**src/rtl/twos_to_bcd_if.sv**
```systemverilog
// Handshake and result bus between the adder datapath, the BCD converter
// and the display multiplexer.
interface twos_to_bcd_if #(
  parameter int WIDTH  = 16,
  parameter int DIGITS = 5
);
  logic                  start;
  logic [WIDTH-1:0]      value;
  logic                  ovf_in;
  logic                  busy;
  logic                  done;
  logic                  sign;
  logic [4*DIGITS-1:0]   bcd;
  logic                  err;

  modport master (
    output start, value, ovf_in,
    input  busy, done, sign, bcd, err
  );

  modport slave (
    input  start, value, ovf_in,
    output busy, done, sign, bcd, err
  );
endinterface

```
**src/rtl/twos_to_bcd.sv**
```systemverilog
// Sequential two's-complement to sign + BCD magnitude converter using a
// one-bit-per-clock shift-add-3 engine with start/busy/done handshake.
module twos_to_bcd #(
  parameter int WIDTH  = 16,
  parameter int DIGITS = 5
) (
  input  logic          clk,
  input  logic          rst_n,
  twos_to_bcd_if.slave  bus
);

  localparam int BW = 4 * DIGITS;
  localparam int CW = $clog2(WIDTH + 1);

  typedef enum logic [1:0] {
    S_IDLE   = 2'd0,
    S_CONV   = 2'd1,
    S_FINISH = 2'd2
  } state_t;

  // Unsigned magnitude; the most negative input maps onto itself (2^(WIDTH-1)).
  function automatic logic [WIDTH-1:0] magnitude(input logic [WIDTH-1:0] v);
    if (v[WIDTH-1]) begin
      magnitude = ~v + {{(WIDTH-1){1'b0}}, 1'b1};
    end else begin
      magnitude = v;
    end
  endfunction

  function automatic logic [BW-1:0] add3_digits(input logic [BW-1:0] d);
    logic [BW-1:0] r;
    r = d;
    for (int i = 0; i < DIGITS; i++) begin
      if (d[4*i +: 4] >= 4'd5) begin
        r[4*i +: 4] = d[4*i +: 4] + 4'd3;
      end else begin
        r[4*i +: 4] = d[4*i +: 4];
      end
    end
    return r;
  endfunction

  state_t            r_state;
  state_t            w_state_nxt;
  logic [WIDTH-1:0]  r_mag;
  logic [WIDTH-1:0]  w_mag_nxt;
  logic [BW-1:0]     r_scratch;
  logic [BW-1:0]     w_scratch_nxt;
  logic [CW-1:0]     r_cnt;
  logic [CW-1:0]     w_cnt_nxt;
  logic              r_sign_int;
  logic              w_sign_int_nxt;
  logic              r_ovf_int;
  logic              w_ovf_int_nxt;
  logic              r_busy;
  logic              w_busy_nxt;
  logic              r_done;
  logic              w_done_nxt;
  logic              r_sign;
  logic              w_sign_nxt;
  logic [BW-1:0]     r_bcd;
  logic [BW-1:0]     w_bcd_nxt;
  logic              r_err;
  logic              w_err_nxt;
  logic [BW+WIDTH-1:0] w_shift;

  // State register.
  always_ff @(posedge clk) begin
    if (!rst_n) begin
      r_state <= S_IDLE;
    end else begin
      r_state <= w_state_nxt;
    end
  end

  // Datapath and registered output registers.
  always_ff @(posedge clk) begin
    if (!rst_n) begin
      r_mag      <= {WIDTH{1'b0}};
      r_scratch  <= {BW{1'b0}};
      r_cnt      <= {CW{1'b0}};
      r_sign_int <= 1'b0;
      r_ovf_int  <= 1'b0;
      r_busy     <= 1'b0;
      r_done     <= 1'b0;
      r_sign     <= 1'b0;
      r_bcd      <= {BW{1'b0}};
      r_err      <= 1'b0;
    end else begin
      r_mag      <= w_mag_nxt;
      r_scratch  <= w_scratch_nxt;
      r_cnt      <= w_cnt_nxt;
      r_sign_int <= w_sign_int_nxt;
      r_ovf_int  <= w_ovf_int_nxt;
      r_busy     <= w_busy_nxt;
      r_done     <= w_done_nxt;
      r_sign     <= w_sign_nxt;
      r_bcd      <= w_bcd_nxt;
      r_err      <= w_err_nxt;
    end
  end

  // Next-state and next-register logic; outputs hold unless a FINISH step updates them.
  always_comb begin
    w_state_nxt    = r_state;
    w_mag_nxt      = r_mag;
    w_scratch_nxt  = r_scratch;
    w_cnt_nxt      = r_cnt;
    w_sign_int_nxt = r_sign_int;
    w_ovf_int_nxt  = r_ovf_int;
    w_busy_nxt     = r_busy;
    w_done_nxt     = 1'b0;
    w_sign_nxt     = r_sign;
    w_bcd_nxt      = r_bcd;
    w_err_nxt      = r_err;
    w_shift        = {add3_digits(r_scratch), r_mag} << 1;

    case (r_state)
      S_IDLE: begin
        if (bus.start) begin
          w_state_nxt    = S_CONV;
          w_sign_int_nxt = bus.value[WIDTH-1];
          w_mag_nxt      = magnitude(bus.value);
          w_ovf_int_nxt  = bus.ovf_in;
          w_scratch_nxt  = {BW{1'b0}};
          w_cnt_nxt      = {CW{1'b0}};
          w_busy_nxt     = 1'b1;
        end else begin
          w_busy_nxt     = 1'b0;
        end
      end
      S_CONV: begin
        w_scratch_nxt = w_shift[BW+WIDTH-1:WIDTH];
        w_mag_nxt     = w_shift[WIDTH-1:0];
        w_cnt_nxt     = r_cnt + CW'(1);
        w_busy_nxt    = 1'b1;
        // Last shift happens when the counter reaches WIDTH-1 before the step.
        if (r_cnt == CW'(WIDTH - 1)) begin
          w_state_nxt = S_FINISH;
        end else begin
          w_state_nxt = S_CONV;
        end
      end
      S_FINISH: begin
        w_bcd_nxt   = r_scratch;
        w_sign_nxt  = r_sign_int;
        w_err_nxt   = r_ovf_int;
        w_done_nxt  = 1'b1;
        w_busy_nxt  = 1'b0;
        w_state_nxt = S_IDLE;
      end
      default: begin
        w_state_nxt = S_IDLE;
        w_busy_nxt  = 1'b0;
      end
    endcase
  end

  assign bus.busy = r_busy;
  assign bus.done = r_done;
  assign bus.sign = r_sign;
  assign bus.bcd  = r_bcd;
  assign bus.err  = r_err;

endmodule
```
**src/flat_wrapper.sv**
```systemverilog
// flat-port wrapper written by rule: the top's interface ports become plain ports
module twos_to_bcd_flat 
#(
  parameter int WIDTH  = 16,
  parameter int DIGITS = 5
)
  (clk, rst_n, bus_start, bus_value, bus_ovf_in, bus_busy, bus_done, bus_sign, bus_bcd, bus_err);
  twos_to_bcd_if #(.WIDTH(WIDTH), .DIGITS(DIGITS)) bus_i ();
  input  logic clk;
  input  logic rst_n;
  input wire logic [$bits(bus_i.start)-1:0] bus_start;
  input wire logic [$bits(bus_i.value)-1:0] bus_value;
  input wire logic [$bits(bus_i.ovf_in)-1:0] bus_ovf_in;
  output wire logic [$bits(bus_i.busy)-1:0] bus_busy;
  output wire logic [$bits(bus_i.done)-1:0] bus_done;
  output wire logic [$bits(bus_i.sign)-1:0] bus_sign;
  output wire logic [$bits(bus_i.bcd)-1:0] bus_bcd;
  output wire logic [$bits(bus_i.err)-1:0] bus_err;
  assign bus_i.start = bus_start;
  assign bus_i.value = bus_value;
  assign bus_i.ovf_in = bus_ovf_in;
  assign bus_busy = bus_i.busy;
  assign bus_done = bus_i.done;
  assign bus_sign = bus_i.sign;
  assign bus_bcd = bus_i.bcd;
  assign bus_err = bus_i.err;
  twos_to_bcd #(.WIDTH(WIDTH), .DIGITS(DIGITS)) u_core (.clk(clk), .rst_n(rst_n), .bus(bus_i));
endmodule
```
**config.mk**
```make
export PLATFORM = sky130hd
export DESIGN_NAME = twos_to_bcd_flat
export DESIGN_NICKNAME = d
export VERILOG_FILES = /design/src/rtl/twos_to_bcd_if.sv /design/src/rtl/twos_to_bcd.sv /design/src/flat_wrapper.sv
export SDC_FILE = /design/constraint.sdc
export NUM_CORES = 1
export LEC_CHECK = 0
export ABC_AREA = 1
export CORE_ASPECT_RATIO = 1.4
export CORE_UTILIZATION = 55
export CTS_BUF_LIST = sky130_fd_sc_hd__clkbuf_4 sky130_fd_sc_hd__clkbuf_8 sky130_fd_sc_hd__clkbuf_16
export DETAILED_ROUTE_END_ITERATION = 12
export PLACE_DENSITY = 0.83
export SYNTH_ARGS = -nofsm -noshare
export SYNTH_HDL_FRONTEND = slang
export SYNTH_SLANG_ARGS = --single-unit
```
**constraint.sdc**
```tcl
create_clock -name clk -period 2.2 [get_ports clk]
set_input_delay 0.66 -clock clk [delete_from_list [all_inputs] [get_ports clk]]
set_output_delay 0.66 -clock clk [all_outputs]
set_load 0.01 [all_outputs]
```
[Yosys cells after proc, flatten, opt, wreduce, memory -nomap -nowiden]
Cells that the tools add are included.
Operators by class
  order comparisons: 5
  multiplexer cells: 18
  equal/unequal tests: 4
  reductions and logical operators: 4
  $add $sub $neg: 7
  bitwise gates (word level): 1
Operator list (count)
  case mux 20 bit (2 select lines): 1
  2-to-1 mux 16 bit: 2
  case mux 16 bit (2 select lines): 1
  >= comparator 4 x 3 -> 1 bit, second input constant: 5
  2-to-1 mux 20 bit: 1
  adder 16 x 1 -> 16 bit, second input constant: 1
  adder 4 x 2 -> 4 bit, second input constant: 4
  2-to-1 mux 4 bit: 4
  NOT 16 bit: 1
  case mux 5 bit (2 select lines): 1
  adder 5 x 1 -> 5 bit, second input constant: 1
  equality test 5 x 4 -> 1 bit, second input constant: 1
  2-to-1 mux 5 bit: 1
  2-to-1 mux 2 bit: 2
  case mux 2 bit (2 select lines): 1
  AND reduction 2 bit: 2
  adder 3 x 2 -> 3 bit, second input constant: 1
  2-to-1 mux 3 bit: 1
  equality test 2 x 1 -> 1 bit, second input constant: 1
  equality test 2 bit, second input constant: 1
  logical NOT 2 bit: 1
  2-to-1 mux 1 bit: 2
  != test 2 bit, second input constant: 1
  case mux 1 bit (2 select lines): 1
  nonzero test 2 bit: 1
Word-level totals
  register bits after elaboration: 69
  output and inout port bits: 24
  bits of input ports: 20

[Longest topological paths before layout]
Gate-level depths: netlist (run 1).
  depth after elaboration: 5
  depth in mapped cells: 9

[Least setup slack after synthesis (run 1)]
OpenSTA, ideal clock, no wires.
  path type: input -> register
  from: input bus_value[0]
  to: register u_core.r_mag[14]
  setup time: 0.132 ns
  setup slack: 0.432 ns
  arrival: 1.636 ns
  stages on the path: 7
  cells stage by stage: inv_1 -> ha_1 -> nand2_1 -> o21ai_0 -> nand3_1 -> nand3_1 -> a21oi_1
On the way
  cells in the longest elaborated chain, start to end: 5
RTL lines
  start: declaration: RTL line flat_wrapper.sv:12  | input wire logic [$bits(bus_i.value)-1:0] bus_value;
  NOT 16 bit: RTL line twos_to_bcd.sv:24  | magnitude = ~v + {{(WIDTH-1){1'b0}}, 1'b1};
  adder 16 x 1 -> 16 bit: RTL line twos_to_bcd.sv:24
  2-to-1 mux 16 bit: RTL line twos_to_bcd.sv:23  | if (v[WIDTH-1]) begin
  2-to-1 mux 16 bit: RTL line twos_to_bcd.sv:120  | if (bus.start) begin
  case mux 16 bit (2 select lines): RTL line twos_to_bcd.sv:118  | case (r_state)
  end signal: assignment: RTL line twos_to_bcd.sv:79  | r_mag <= {WIDTH{1'b0}};
  end signal: assignment: RTL line twos_to_bcd.sv:90  | r_mag <= w_mag_nxt;
  end: declaration: RTL line twos_to_bcd.sv:45  | logic [WIDTH-1:0] r_mag;
Every way passes these cells. The select of a mux whose other input is x is not followed.
A chain may end at the register's enable or synchronous reset.

[Worst setup path in the final report (run 1)]
  from: register u_core.r_bcd[0] (netlist: u_core.bus.bcd[0])
  to: output bus_bcd[0]
RTL lines
  start: declaration: RTL line twos_to_bcd.sv:61  | logic [BW-1:0] r_bcd;
  start signal: assignment: RTL line twos_to_bcd.sv:87  | r_bcd <= {BW{1'b0}};
  start signal: assignment: RTL line twos_to_bcd.sv:98  | r_bcd <= w_bcd_nxt;
  end: declaration: RTL line flat_wrapper.sv:17  | output wire logic [$bits(bus_i.bcd)-1:0] bus_bcd;
No word-level cell between the ends.

==> impl_summary.txt, run 1 <==
----------------------------------------------------
[Run status]
  Run status ... finished clean

[Critical path]
  Worst reg2reg endpoint ... u_core.r_scratch[12]
  Critical Path Source ... u_core.bus.bcd[0]
  Buf+Inv Stages, Crit Path ... 1
  Beginning of the worst register-to-register path ... u_core.r_scratch[8]
  Capturing element type of the critical path ... output pin
  Setup crit end ... bus_bcd[0]
  Number of cells on the critical path ... 1
  Maximum fanout encountered on the critical timing path ... 2
  Delay-heaviest family, CP ... buffers and inverters
  Sort of element at the start of the critical path ... flip-flop
  Arrival time worst endpoint ... 1.22 ns
  Worst path slowest cell ... clkdlybuf4s50_1
  Crit Path Category ... flip-flop to output pin
  Cells along the critical path ... clkdlybuf4s50_1
  Data required, critical path ... 1.54 ns
  Largest stage delay on the critical path ... 0.54 ns
  Register-to-Register Setup Slack ... 0.60 ns
  FF-to-FF path depth ... 8

[Synthesis]
  Synthesized net count ... 490
  Number of distinct library cells after synthesis ... 29
  Area share of the largest cell type after synthesis ... 41.8%
  Cell types with the largest area share after synthesis ... dfxtp_1 42%, a21oi_1 10%, nand2_1 9.1%
  Synth Instances ... 457
  Seq/Total Area, Yosys ... 41.8%
  Yosys reg bits ... 69
  Mean area per synthesized cell ... 7.23 um2
  Synthesized area ... 3300 um2
  Number of warnings issued by yosys ... 0
  Cell accounting for the most synthesized area ... dfxtp_1

[Floorplanning]
  Number of ports placed on the die boundary ... 44
  Die Area ... 6320 um2
  Std-Cell Core Area ... 5820 um2
  Initial cell density of the core ... 56.7%
  Die height ... 93.7 um
  Number of rows in the core area ... 33
  Die Wd ... 67.5 um

[STA]
  Number of failing hold endpoints at the final stage ... 0
  Number of endpoints failing setup at the final stage ... 0
  Tightest Pin Transition ... 0.446 ns
  Max-slew headroom ... 70.2%
  Highest attainable clock frequency ... 532 MHz
  Min Hold Slack ... 0.456 ns
  Shortest clock period the worst path allows after layout ... 1.88 ns
  Post-route fraction of the period consumed by the critical path ... 85.5%
  Clock Skew ... 0.00829 ns
  TNS Setup ... 0 ns
  Setup repair after global routing missed its margin ... no
  Final number of max-transition violations ... 0

[Clock network]
  Root buffer cell ... clkbuf_8
  Clock Tree Buf Depth ... 2
  Num Clock Sinks ... 69
  Level count of the clock H-tree ... 3
  Register clock-pin slew on the reported worst setup and hold paths ... 0.07 ns
  TritonCTS clock tree ... done
  Number of buffers inserted by hold repair at cts ... 0
  CTS buffer count ... 9
  Worst skew pair latency ... 0.34 ns
  Buffers inserted during post-CTS setup optimization ... 0
  Number of gates resized after cts ... 0

[Layout]
  Commonest cells after routing, fill and taps aside ... 80 x nand2_1, 69 x dfxtp_1, 67 x a21oi_1
  Most common cell after layout, fill and taps aside ... nand2_1
  Ratio of cells with drive above 1 in the final layout ... 7.68%
  Layout overhead on the synthesized area ... 22.5%
  Total number of nets in the final design ... 536
  ANT cells ... 0
  Post-layout utilization of the core ... 69.5%
  Fill cell instance count of the final layout ... 462
  Area occupied by registers ... 1380 um2
  Area taken by multi-input logic gates ... 1640 um2
  Final non-filler cell area ... 4040 um2

[GRT]
  GRT Util Overall ... 23.9%
  First-pass GRT wire length ... 11.6 mm
  Pin count of the biggest net entering global routing ... 42
  Via count of the first global-routing pass ... 2761
  Number of antenna violations at the first check in global routing ... 0
  Overflow left after global routing ... 0

[Worst hold path]
  Worst hold start ... u_core.r_sign_int
  Hold WC Path Type ... flip-flop to flip-flop

[Power and ir drop]
  Leakage power of the design ... 1.57 nW
  Pwr dens ... 631 nW/um2
  Worst ir drop on vdd ... 0.331 mV
  Power after layout ... 2.55 mW

[Placement]
  Placed wire-length estimate ... 4.89 mm
  RePlAce Congestion ... 0.783
  Number of I/O port buffers ... 43
  Placement-stage cell area ... 3850 um2

[Route]
  Antenna Violating Nets Remaining ... 0
  Total length of routed wires ... 6.85 mm
  Routed wire length per instance ... 11.8 um
  Drt first pass iters ... 5
  Vias ... 3155
  Number of vias per cell after detailed routing ... 5.46
  Final routed DRC violation total ... 0
  Iter 0 DRT Violations ... 262

[Flow run]
  Count of max-cap constraint violations ... 0

----------------------------------------------------
==> synth_stat cells, drive strengths merged <==
cell type  number
nand2          81
dfxtp          69
a21oi          67
inv            49
o21ai          45
nor2           36
nand3          34
a22oi          13
clkbuf         13
ha             13
buf             8
nand4           8
or2             5
xor2            5
nor3            4
a221oi          1
a31oi           1
and2            1
nand3b          1
o21a            1
o21bai          1
o22ai           1
==> cells by family after synthesis <==
| kind of cell | synth area share (%) |
|---|---|
| simple gates | 22.4 |
| buf+inv | 8.49 |
| fa+ha+maj | 4.93 |
| xor+xnor | 1.33 |
| flops | 41.8 |
| compound gates | 21.0 |
==> power breakdown <==
group / internal [mW] / leakage, nW / switching [mW]
clock: 0.559 / 0.106 / 0.450
combinational: 0.104 / 0.907 / 0.143
sequential: 1.28 / 0.560 / 0.0155
total: 1.94 / 1.57 / 0.609
==> cell type report <==
cell class	count	area share, %
inverter	49	4.55
multi-input combinational	318	40.6
sequential	69	34.2
tap	70	2.17
timing repair buffer	56	13.7
clock buffer	11	3.59
clock inverter	5	1.24
==> worst reg2reg max path: stages (launching register included) <==
cell	delay [ns]
dfxtp_1	0.41
inv_1	0.10
ha_1	0.22
or2_2	0.32
nand3_1	0.13
nand2_1	0.08
nor2_1	0.12
a21oi_1	0.05
nor2_1	0.10
==> stage by stage <==
step / std cells / worst slack, ns
finish: 578 / 0.319
global route: 578 / 0.178
CTS: 578 / 0.307
detailed placement: 562 / 0.0306
global placement: 562 / 0.0402
floorplan: 457 / 0.432
==> worst min path at each step <==
stage | depth (start not counted) | endpoint | slack (ns)
2_1_floorplan | 2 | u_core.bus.sign | 0.43
3_3_place_gp | 2 | u_core.bus.sign | 0.44
3_5_place_dp | 2 | u_core.r_sign_int | 0.45
4_1_cts | 2 | u_core.r_sign_int | 0.46
5_1_grt | 2 | u_core.bus.sign | 0.49
6_report | 2 | u_core.r_sign_int | 0.46
==> flip-flops by register name, indices dropped and copies added (netlist names) <==
signal             cells
u_core.bus.bcd        20
u_core.bus.busy        1
u_core.bus.done        1
u_core.bus.err         1
u_core.bus.sign        1
u_core.r_cnt           5
u_core.r_mag          16
u_core.r_ovf_int       1
u_core.r_scratch      20
u_core.r_sign_int      1
u_core.r_state         2
==> layer usage <==
metal  global-route usage (%)  part of all wire, %  up-vias
met4                     12.6                  1.6        0
met2                     41.6                   53       91
li1                         -                    -     1624
met3                     3.03                  3.5       10
met1                     27.5                   42     1430
met5                        0                    0        -
(Power assumes the default switching activity.)
==> run 2, diff against run 1 <==
--- a/config.mk
+++ b/config.mk
@@ -11,6 +11,8 @@
 export CTS_BUF_LIST = sky130_fd_sc_hd__clkbuf_4 sky130_fd_sc_hd__clkbuf_8 sky130_fd_sc_hd__clkbuf_16
 export DETAILED_ROUTE_END_ITERATION = 12
 export PLACE_DENSITY = 0.83
+export SKIP_CTS_REPAIR_TIMING = 1
 export SYNTH_ARGS = -nofsm -noshare
 export SYNTH_HDL_FRONTEND = slang
 export SYNTH_SLANG_ARGS = --single-unit
+export TNS_END_PERCENT = 5
==> results of run 2 <==
The final DEF is identical to that of run 1; final timing and power are the same.
==> run 3, diff against run 2 <==
--- a/config.mk
+++ b/config.mk
@@ -9,6 +9,7 @@
 export CORE_ASPECT_RATIO = 1.4
 export CORE_UTILIZATION = 55
 export CTS_BUF_LIST = sky130_fd_sc_hd__clkbuf_4 sky130_fd_sc_hd__clkbuf_8 sky130_fd_sc_hd__clkbuf_16
+export CTS_CLUSTER_SIZE = 12
 export DETAILED_ROUTE_END_ITERATION = 12
 export PLACE_DENSITY = 0.83
 export SKIP_CTS_REPAIR_TIMING = 1
==> results of run 3 <==
The final DEF is identical to that of run 1; final timing and power are the same.
